--- src/rtl/id_ex_operand_stage.sv ---
// id_ex_operand_stage: ID/EX pipeline register with operand selection.
// Captures decoded fields and resolves RAW hazards for the execute-stage ALU:
// forwarding from EX/MEM and MEM/WB, load-use bubbles, stall and flush.
// Build option: define ID_EX_FORWARD_EN to enable the forwarding paths.
// When it is undefined, operands come only from the register file or the
// immediate, and any RAW dependency on an in-flight producer stalls decode.
module id_ex_operand_stage #(
    parameter int XLEN   = 32,
    parameter int REG_AW = 5
) (
    input  logic              clk,
    input  logic              rst_n,
    input  logic              id_valid,
    input  logic [REG_AW-1:0] id_rs1_addr,
    input  logic [REG_AW-1:0] id_rs2_addr,
    input  logic [XLEN-1:0]   id_rs1_data,
    input  logic [XLEN-1:0]   id_rs2_data,
    input  logic [XLEN-1:0]   id_imm,
    input  logic              id_use_imm,
    input  logic [REG_AW-1:0] id_rd_addr,
    input  logic [3:0]        id_alu_op,
    input  logic              id_reg_write,
    input  logic              id_mem_read,
    input  logic              exm_reg_write,
    input  logic [REG_AW-1:0] exm_rd_addr,
    input  logic [XLEN-1:0]   exm_result,
    input  logic              mwb_reg_write,
    input  logic [REG_AW-1:0] mwb_rd_addr,
    input  logic [XLEN-1:0]   mwb_result,
    input  logic              stall,
    input  logic              flush,
    output logic              hazard_stall,
    output logic              ex_valid,
    output logic [XLEN-1:0]   ex_op_a,
    output logic [XLEN-1:0]   ex_op_b,
    output logic [REG_AW-1:0] ex_rd_addr,
    output logic [3:0]        ex_alu_op,
    output logic              ex_reg_write,
    output logic              ex_mem_read,
    output logic [1:0]        fwd_a_sel,
    output logic [1:0]        fwd_b_sel
);

    // Forwarding source encodings reported on fwd_*_sel.
    localparam logic [1:0] FWD_RF  = 2'd0;
    localparam logic [1:0] FWD_EXM = 2'd1;
    localparam logic [1:0] FWD_MWB = 2'd2;

    // Pipeline registers.
    logic              ex_valid_q,     ex_valid_d;
    logic [XLEN-1:0]   ex_op_a_q,      ex_op_a_d;
    logic [XLEN-1:0]   ex_op_b_q,      ex_op_b_d;
    logic [REG_AW-1:0] ex_rd_addr_q,   ex_rd_addr_d;
    logic [3:0]        ex_alu_op_q,    ex_alu_op_d;
    logic              ex_reg_write_q, ex_reg_write_d;
    logic              ex_mem_read_q,  ex_mem_read_d;
    logic [1:0]        fwd_a_sel_q,    fwd_a_sel_d;
    logic [1:0]        fwd_b_sel_q,    fwd_b_sel_d;

    // Per-source view: index 0 is rs1, index 1 is rs2.
    logic [1:0][REG_AW-1:0] src_addr;
    logic [1:0][XLEN-1:0]   src_rdata;
    logic [1:0]             src_read;
    logic [1:0][XLEN-1:0]   src_val;
    logic [1:0][1:0]        src_sel;
    logic [1:0]             src_load_use;
    logic [1:0]             src_raw;

    assign src_addr[0]  = id_rs1_addr;
    assign src_addr[1]  = id_rs2_addr;
    assign src_rdata[0] = id_rs1_data;
    assign src_rdata[1] = id_rs2_data;
    // rs2 is not a real source when operand B is the immediate.
    assign src_read[0]  = 1'b1;
    assign src_read[1]  = ~id_use_imm;

    logic ex_rd_nz;
    assign ex_rd_nz = (ex_rd_addr_q != '0);

    for (genvar gi = 0; gi < 2; gi++) begin : g_src
        logic src_is_x0;
        assign src_is_x0 = (src_addr[gi] == '0);

        // A load in EX whose result this source needs cannot be forwarded yet.
        assign src_load_use[gi] = src_read[gi] && ex_rd_nz
                                  && (ex_rd_addr_q == src_addr[gi]);

`ifdef ID_EX_FORWARD_EN
        logic hit_exm;
        logic hit_mwb;
        assign hit_exm = exm_reg_write && (exm_rd_addr != '0)
                         && (exm_rd_addr == src_addr[gi]);
        assign hit_mwb = mwb_reg_write && (mwb_rd_addr != '0)
                         && (mwb_rd_addr == src_addr[gi]);

        // EX/MEM is younger than MEM/WB, so it takes priority.
        always_comb begin
            src_sel[gi] = FWD_RF;
            src_val[gi] = src_is_x0 ? '0 : src_rdata[gi];
            if (hit_exm) begin
                src_sel[gi] = FWD_EXM;
                src_val[gi] = exm_result;
            end else if (hit_mwb) begin
                src_sel[gi] = FWD_MWB;
                src_val[gi] = mwb_result;
            end
        end

        // Forwarding covers every non-load dependency.
        assign src_raw[gi] = 1'b0;
`else
        // Without forwarding, operands come straight from the register file.
        always_comb begin
            src_sel[gi] = FWD_RF;
            src_val[gi] = src_is_x0 ? '0 : src_rdata[gi];
        end

        // Any producer still in EX or EX/MEM blocks decode; once it reaches
        // MEM/WB the write-before-read register file supplies the value.
        logic raw_ex;
        logic raw_exm;
        assign raw_ex  = ex_valid_q && ex_reg_write_q && ex_rd_nz
                         && (ex_rd_addr_q == src_addr[gi]);
        assign raw_exm = exm_reg_write && (exm_rd_addr != '0)
                         && (exm_rd_addr == src_addr[gi]);
        assign src_raw[gi] = src_read[gi] && (raw_ex || raw_exm);
`endif
    end

`ifndef ID_EX_FORWARD_EN
    // MEM/WB and EX/MEM results have no consumer in this build.
    logic unused_fwd_inputs;
    assign unused_fwd_inputs = ^{mwb_reg_write, mwb_rd_addr, mwb_result, exm_result};
`endif

    // Hazard request: masked by stall/flush (they already decide the update)
    // and held low during reset so every output reads zero.
    logic load_use;
    logic raw_hazard;
    assign load_use     = ex_valid_q && ex_mem_read_q && id_valid && (|src_load_use);
    assign raw_hazard   = id_valid && (|src_raw);
    assign hazard_stall = (load_use || raw_hazard) && !stall && !flush && rst_n;

    // Next-state selection: flush > stall > hazard bubble > load.
    always_comb begin
        ex_valid_d     = ex_valid_q;
        ex_op_a_d      = ex_op_a_q;
        ex_op_b_d      = ex_op_b_q;
        ex_rd_addr_d   = ex_rd_addr_q;
        ex_alu_op_d    = ex_alu_op_q;
        ex_reg_write_d = ex_reg_write_q;
        ex_mem_read_d  = ex_mem_read_q;
        fwd_a_sel_d    = fwd_a_sel_q;
        fwd_b_sel_d    = fwd_b_sel_q;
        if (flush || (!stall && hazard_stall)) begin
            // Bubble: kill controls, leave data fields as they were.
            ex_valid_d     = 1'b0;
            ex_reg_write_d = 1'b0;
            ex_mem_read_d  = 1'b0;
            fwd_a_sel_d    = FWD_RF;
            fwd_b_sel_d    = FWD_RF;
        end else if (!stall) begin
            ex_valid_d     = id_valid;
            ex_op_a_d      = src_val[0];
            ex_op_b_d      = id_use_imm ? id_imm : src_val[1];
            ex_rd_addr_d   = id_rd_addr;
            ex_alu_op_d    = id_alu_op;
            ex_reg_write_d = id_valid && id_reg_write;
            ex_mem_read_d  = id_valid && id_mem_read;
            fwd_a_sel_d    = src_sel[0];
            fwd_b_sel_d    = id_use_imm ? FWD_RF : src_sel[1];
        end
    end

    // State registers with asynchronous active-low reset.
    always_ff @(posedge clk or negedge rst_n) begin
        if (!rst_n) begin
            ex_valid_q     <= 1'b0;
            ex_op_a_q      <= '0;
            ex_op_b_q      <= '0;
            ex_rd_addr_q   <= '0;
            ex_alu_op_q    <= '0;
            ex_reg_write_q <= 1'b0;
            ex_mem_read_q  <= 1'b0;
            fwd_a_sel_q    <= FWD_RF;
            fwd_b_sel_q    <= FWD_RF;
        end else begin
            ex_valid_q     <= ex_valid_d;
            ex_op_a_q      <= ex_op_a_d;
            ex_op_b_q      <= ex_op_b_d;
            ex_rd_addr_q   <= ex_rd_addr_d;
            ex_alu_op_q    <= ex_alu_op_d;
            ex_reg_write_q <= ex_reg_write_d;
            ex_mem_read_q  <= ex_mem_read_d;
            fwd_a_sel_q    <= fwd_a_sel_d;
            fwd_b_sel_q    <= fwd_b_sel_d;
        end
    end

    assign ex_valid     = ex_valid_q;
    assign ex_op_a      = ex_op_a_q;
    assign ex_op_b      = ex_op_b_q;
    assign ex_rd_addr   = ex_rd_addr_q;
    assign ex_alu_op    = ex_alu_op_q;
    assign ex_reg_write = ex_reg_write_q;
    assign ex_mem_read  = ex_mem_read_q;
    assign fwd_a_sel    = fwd_a_sel_q;
    assign fwd_b_sel    = fwd_b_sel_q;

endmodule

--- config.mk ---
export PLATFORM = sky130hd
export DESIGN_NAME = id_ex_operand_stage
export DESIGN_NICKNAME = d
export VERILOG_FILES = /design/src/rtl/id_ex_operand_stage.sv
export SDC_FILE = /design/constraint.sdc
export NUM_CORES = 1
export LEC_CHECK = 0
export CAP_MARGIN = 20
export CELL_PAD_IN_SITES_DETAIL_PLACEMENT = 1
export CELL_PAD_IN_SITES_GLOBAL_PLACEMENT = 2
export CORE_ASPECT_RATIO = 1.2
export CORE_MARGIN = 2
export CORE_UTILIZATION = 17
export DETAILED_ROUTE_END_ITERATION = 8
export PLACE_DENSITY = 0.77
export SLEW_MARGIN = 20
export SYNTH_ARGS = -nofsm -noshare
export SYNTH_HDL_FRONTEND = slang
export SYNTH_SLANG_ARGS = --single-unit
--- constraint.sdc ---
create_clock -name clk -period 2.1 [get_ports clk]
set_clock_uncertainty 0.2 [all_clocks]
set_input_delay 0.42 -clock clk [delete_from_list [all_inputs] [get_ports clk]]
set_output_delay 0.42 -clock clk [all_outputs]
set_load 0.05 [all_outputs]
# Word level (Yosys, flattened, before mapping)
# Index checks and enable logic that the tools add are counted.
# W data, S select, Z words.
[totals]
romBits = 0
input_bits = 199
ramBits = 0
n_memories = 0
output_inout_bits = 81
latchBits = 0
ff_bits = 78
wordCells = 61
[op_classes]
addsub = 0
muxes = 11
eq_ne = 5
mul = 0
n_reduce_logical = 34
order_cmp = 0
n_div = 0
bitwise_logic = 3
shift = 0
[op_table]
columns = ["op", "n"]
rows = [
  ["$mux W32", 3],
  ["$logic_and A1 B1 Y1", 21],
  ["$eq A5 B5 Y1", 4],
  ["$logic_not A5 Y1", 2],
  ["$reduce_bool A5 Y1", 2],
  ["$mux W1", 6],
  ["$logic_or A1 B1 Y1", 4],
  ["$mux W2", 2],
  ["$reduce_or A2 Y1", 2],
  ["$not A1 Y1", 3],
  ["$logic_not A1 Y1", 2],
  ["$ne A2 B1 Y1 const B", 1],
  ["$reduce_and A2 Y1", 1],
]

# Logic depth before layout (Yosys ltp)
[depth]
depth_word = 15
depth_mapped = 7
ltp_nobuf = 5

# Worst setup path after synthesis
# No wires, ideal clock.
[synth_path]
kind = "flip-flop to output port"
start = "register ex_rd_addr_q[4], in the netlist ex_rd_addr[4]"
end = "output port hazard_stall"
arrival_time_ps = 2295
setup_slack_ps = -815
t_required_ps = 1480
path_buffers = 1
path_stages_with_launch = 6
cell_sequence = "dfrtp_1 -> xnor2_1 -> nand4_1 -> o32a_1 -> o22ai_2 -> clkbuf_1"
[synth_via]
elab_chain_cells = 11
elab_cells_between_ends = 20
classes_between = "2 x eq/ne; 18 x reduce/logical"
[synth_lines]
columns = ["item", "line_no", "source"]
rows = [
  ["start: declaration", "53", "logic [REG_AW-1:0] ex_rd_addr_q, ex_rd_addr_d;"],
  ["start signal: assignment", "191", "ex_rd_addr_q <= ex_rd_addr_d;"],
  ["$reduce_bool A5 Y1", "78", "assign ex_rd_nz = (ex_rd_addr_q != '0);"],
  ["$logic_and A1 B1 Y1", "122", "assign raw_ex = ex_valid_q && ex_reg_write_q && ex_rd_nz"],
  ["$logic_and A1 B1 Y1", "123", "&& (ex_rd_addr_q == src_addr[gi]);"],
  ["$logic_or A1 B1 Y1", "126", "assign src_raw[gi] = src_read[gi] && (raw_ex || raw_exm);"],
  ["$logic_and A1 B1 Y1", "126", ""],
  ["$reduce_or A2 Y1", "141", "assign raw_hazard = id_valid && (|src_raw);"],
  ["$logic_and A1 B1 Y1", "141", ""],
  ["$logic_or A1 B1 Y1 (*)", "142", "assign hazard_stall = (load_use || raw_hazard) && !stall && !flush && rst_n;"],
  ["$logic_and A1 B1 Y1 (*) (3 in a row)", "142", ""],
  ["end: declaration", "32", "output logic hazard_stall,"],
]
# Mark *: on every way between the ends. The rest lies on a longest branch, timed or not.

# Final worst setup path
[layout_path]
start = "register ex_rd_addr_q[2], in the netlist ex_rd_addr[2]"
end = "output port hazard_stall"
# The elaborated chain is that of the path after synthesis.

==> qor.csv <==
stage,metric,value,unit
worst_setup_path,critical path capture point type,output pin,
timing,Tmin final,2500,ps
worst_setup_path,R2R depth,9,
timing,Worst-Margin Slew,721,ps
logic_synthesis,synthesized-area fraction occupied by adder cells,0,
power,PwrDens,790,nW/um2
floorplan,starting density of the core,0.174,
global_routing,GR Overflow Total,0,
power,cell-internal power,3590,uW
clocking,Clock Path Buffers,2,
timing,Final Cycle Share,1.19,
placement,count of input and output buffers,205,
run_status,violated checks,negative setup slack,
placement,RePlAce Congestion,0.741,
route,Detail Route Antenna Nets,0,
floorplan,Core Region,21000,um2
finish,Final #Nets,738,
floorplan,row cnt,58,
logic_synthesis,post-synthesis xor/xnor area fraction,0.0479,
power,switching pwr,2040,uW
timing,Max transition margin,0.519,
logic_synthesis,Post-Syn Instances,295,
clocking,clk slew on worst S/H paths,60,ps
power,Clock Power Share,0.283,
floorplan,# IOs,280,
global_routing,first-pass GRT wire length,21800,um
logic_synthesis,Yosys cell types,30,
logic_synthesis,complex-gate fraction of the synthesized area,0.180,
power,Comb pwr share,0.389,
power,"IR drop worst, VDD",0.000338,V
route,DR vias/cell,4.27,
logic_synthesis,largest family of logic cells by synthesized area,compound AO/OA/AOI/OAI gates,
route,initial DRC count,60,
global_routing,total track usage,0.128,
worst_setup_path,startpoint types,flop,
route,Pre-antenna DRT Iters,4,
run_status,status,"finished, violations left",
floorplan,die area,22700,um2
clocking,number of buffers created by CTS,9,
timing,final worst setup slack,-401,ps
logic_synthesis,Mapped Area,3660,um2
logic_synthesis,fraction of registers with async set/reset,1.00,
logic_synthesis,syn avg cell area,12.4,um2
route,drt wl/cell,18.1,um
worst_setup_path,crit path DAT,1880,ps
worst_setup_path,crit-path max FO,2,
timing,Max Slew Vio Count,0,
power,Lkg Pwr,0.00312,uW
worst_setup_path,critical setup path kind,reg2out,
floorplan,Die W,138,um
logic_synthesis,Synth Area in Simple Gates,0.0769,
power,share of power burned in registers,0.328,
timing,final-report setup violation count,77,
clocking,H-tree level count,3,
global_routing,largest net degree at the start of global routing,77,
logic_synthesis,ys flop type,dfrtp_1,
logic_synthesis,sequential area share after synthesis,0.520,
timing,final hold violations,0,
route,Vias,3475,
global_routing,vias in the first global route,3877,
flow_run,max-cap viol count,0,
finish,"Area growth, synth to finish",94.9,%
placement,dpl cells,776,
clocking,CTS Sinks,76,
route,Residual DRC,0,
worst_setup_path,Critical Path RT,1480,ps
worst_hold_path,Hold Path Class,in2async,
logic_synthesis,Post-synth EDFFs,0,
timing,Max Clk Rate,400,MHz
clocking,Root Buffer,clkbuf_16,
logic_synthesis,Synth Register Bits,76,
timing,RSZ-0062 raised after global routing,yes,
placement,Detailed Place HPWL,10400,um
finish,Finished Layout Cells,814,
finish,final core utilization,0.339,
logic_synthesis,Yosys warnings,0,
route,WL final,14700,um
finish,layout cells sized above 1,0.438,
global_routing,initial antenna violation count,0,
finish,n_diodes,0,
clocking,# hold bufs at CTS,0,
clocking,latest clock arrival within the worst-skew pair,330,ps
logic_synthesis,post-synthesis mux area share,0.126,
clocking,CTS tree,built,
power,Sw Ratio,0.363,
floorplan,Die Y,165,um
cell usage in the layout (no fill, tap or decap), drive strengths merged, types with 3 or more instances in the layout:
| cell type | n |
|---|---|
| clkbuf | 10 |
| o2bb2ai | 32 |
| dlygate4sd2 | 15 |
| a22o | 32 |
| mux2 | 41 |
| buf | 129 |
| nor2 | 5 |
| conb | 4 |
| clkdlybuf4s15 | 3 |
| clkinv | 3 |
| nand2 | 5 |
| dfrtp | 76 |
| xnor2 | 18 |
| nor3 | 3 |
| clkdlybuf4s50 | 109 |
| nand3 | 35 |
worst paths after layout:
kind	slack, ps	from	endpoint
worst max-delay path	-400	ex_rd_addr[2]$_DFFE_PN0P_	hazard_stall
worst min-delay path	30	rst_n	ex_rd_addr[0]$_DFFE_PN0P_
worst max register to register	-390	ex_rd_addr[2]$_DFFE_PN0P_	ex_rd_addr[2]$_DFFE_PN0P_
worst min register to register	300	ex_op_a[11]$_DFFE_PN0P_	ex_op_a[11]$_DFFE_PN0P_
max in group asynchronous	1160	rst_n	ex_rd_addr[1]$_DFFE_PN0P_
min in group clk	300	ex_op_a[11]$_DFFE_PN0P_	ex_op_a[11]$_DFFE_PN0P_
power by group through the flow:
| stage | combinational (uW) | clock, uW | sequential (uW) |
|---|---|---|---|
| after floorplan | 425 | 0 | 2600 |
| after global placement | 1980 | 0 | 1850 |
| after detailed placement | 2010 | 0 | 1860 |
| after CTS | 2190 | 1650 | 1850 |
| after global routing | 2300 | 1720 | 1880 |
| final | 2190 | 1600 | 1850 |
sequential cells by signal (all words and copies together) (netlist names):
| name | cells |
|---|---|
| ex_op_a | 32 |
| ex_op_b | 32 |
| ex_rd_addr | 5 |
| ex_alu_op | 4 |
| ex_mem_read | 1 |
| ex_reg_write | 1 |
| ex_valid | 1 |
metal layers:
layer | share of wire | vias to the layer above | global-route usage
met4 | 0.016 | 0 | 0.0427
met1 | 0.40 | 1703 | 0.145
li1 | - | 1593 | -
met3 | 0.079 | 15 | 0.0325
met5 | 0 | - | 0
met2 | 0.51 | 164 | 0.233
Yosys cell counts (2+ instances only):
| master | number | share of area |
|---|---|---|
| dfrtp_1 | 76 | 0.52 |
| nand3_1 | 35 | 0.048 |
| a22o_1 | 32 | 0.077 |
| o2bb2ai_1 | 32 | 0.077 |
| mux2_2 | 24 | 0.074 |
| xnor2_1 | 18 | 0.043 |
| mux2_1 | 17 | 0.052 |
| clkbuf_1 | 15 | 0.015 |
| buf_6 | 7 | 0.022 |
| nand2_1 | 5 | 0.0051 |
| buf_4 | 4 | 0.0082 |
| nor2_1 | 4 | 0.0041 |
| nor3_1 | 3 | 0.0041 |
| inv_1 | 2 | 0.0021 |
| nand3b_1 | 2 | 0.0041 |
| nand4_1 | 2 | 0.0034 |
| o31ai_1 | 2 | 0.0041 |
| o32a_1 | 2 | 0.0055 |
| xor2_1 | 2 | 0.0048 |
logic make-up (layout without fill, tap and decap cells):
kind of cell / Yosys count / after routing
XOR/XNOR: 20 / 20
AO/OA/AOI/OAI: 74 / 74
buffers and inverters: 29 / 275
AND/OR/NAND/NOR: 54 / 54
flip-flops: 76 / 76
multiplexers: 41 / 41
other: 1 / 4
final cells by class:
type / count / area, um2
repair buffers: 257 / 2600
clock buffers: 10 / 239
well taps: 270 / 338
flip-flops and latches: 76 / 1910
inverters: 2 / 7.51
multi-input cells: 193 / 1970
fillers: 2263 / 13900
clock inverters: 6 / 63.8
critical path, stage by stage (launching register included):
cell and delay [ps]:
dfrtp_2 440, xnor2_2 150, nand4_1 120, o32a_1 350, o22ai_4 300, buf_12 180
through the flow:
step                      TNS [ps]  total power [uW]  setup slack, ps  hold WS (ps)  area [um2]
after detailed placement    -55240              3870             -775           281        6150
after global placement      -52340              3830             -733           276        6150
after global routing        -31560              5900             -493          94.5        7130
after floorplan             -13840              3020             -258         -75.6        3840
after CTS                   -24580              5680             -443           196        7060
final                       -24990              5630             -401          33.6        7130
what timing repair did:
action	4_1_cts	5_1_grt
cloned	7	0
endpoints found under the hold margin	0	0
pin swaps	9	5
buffers inserted	13	4
endpoints found under the setup margin	77	77
resized for setup	87	13
Power figures use the tool's default switching activity.
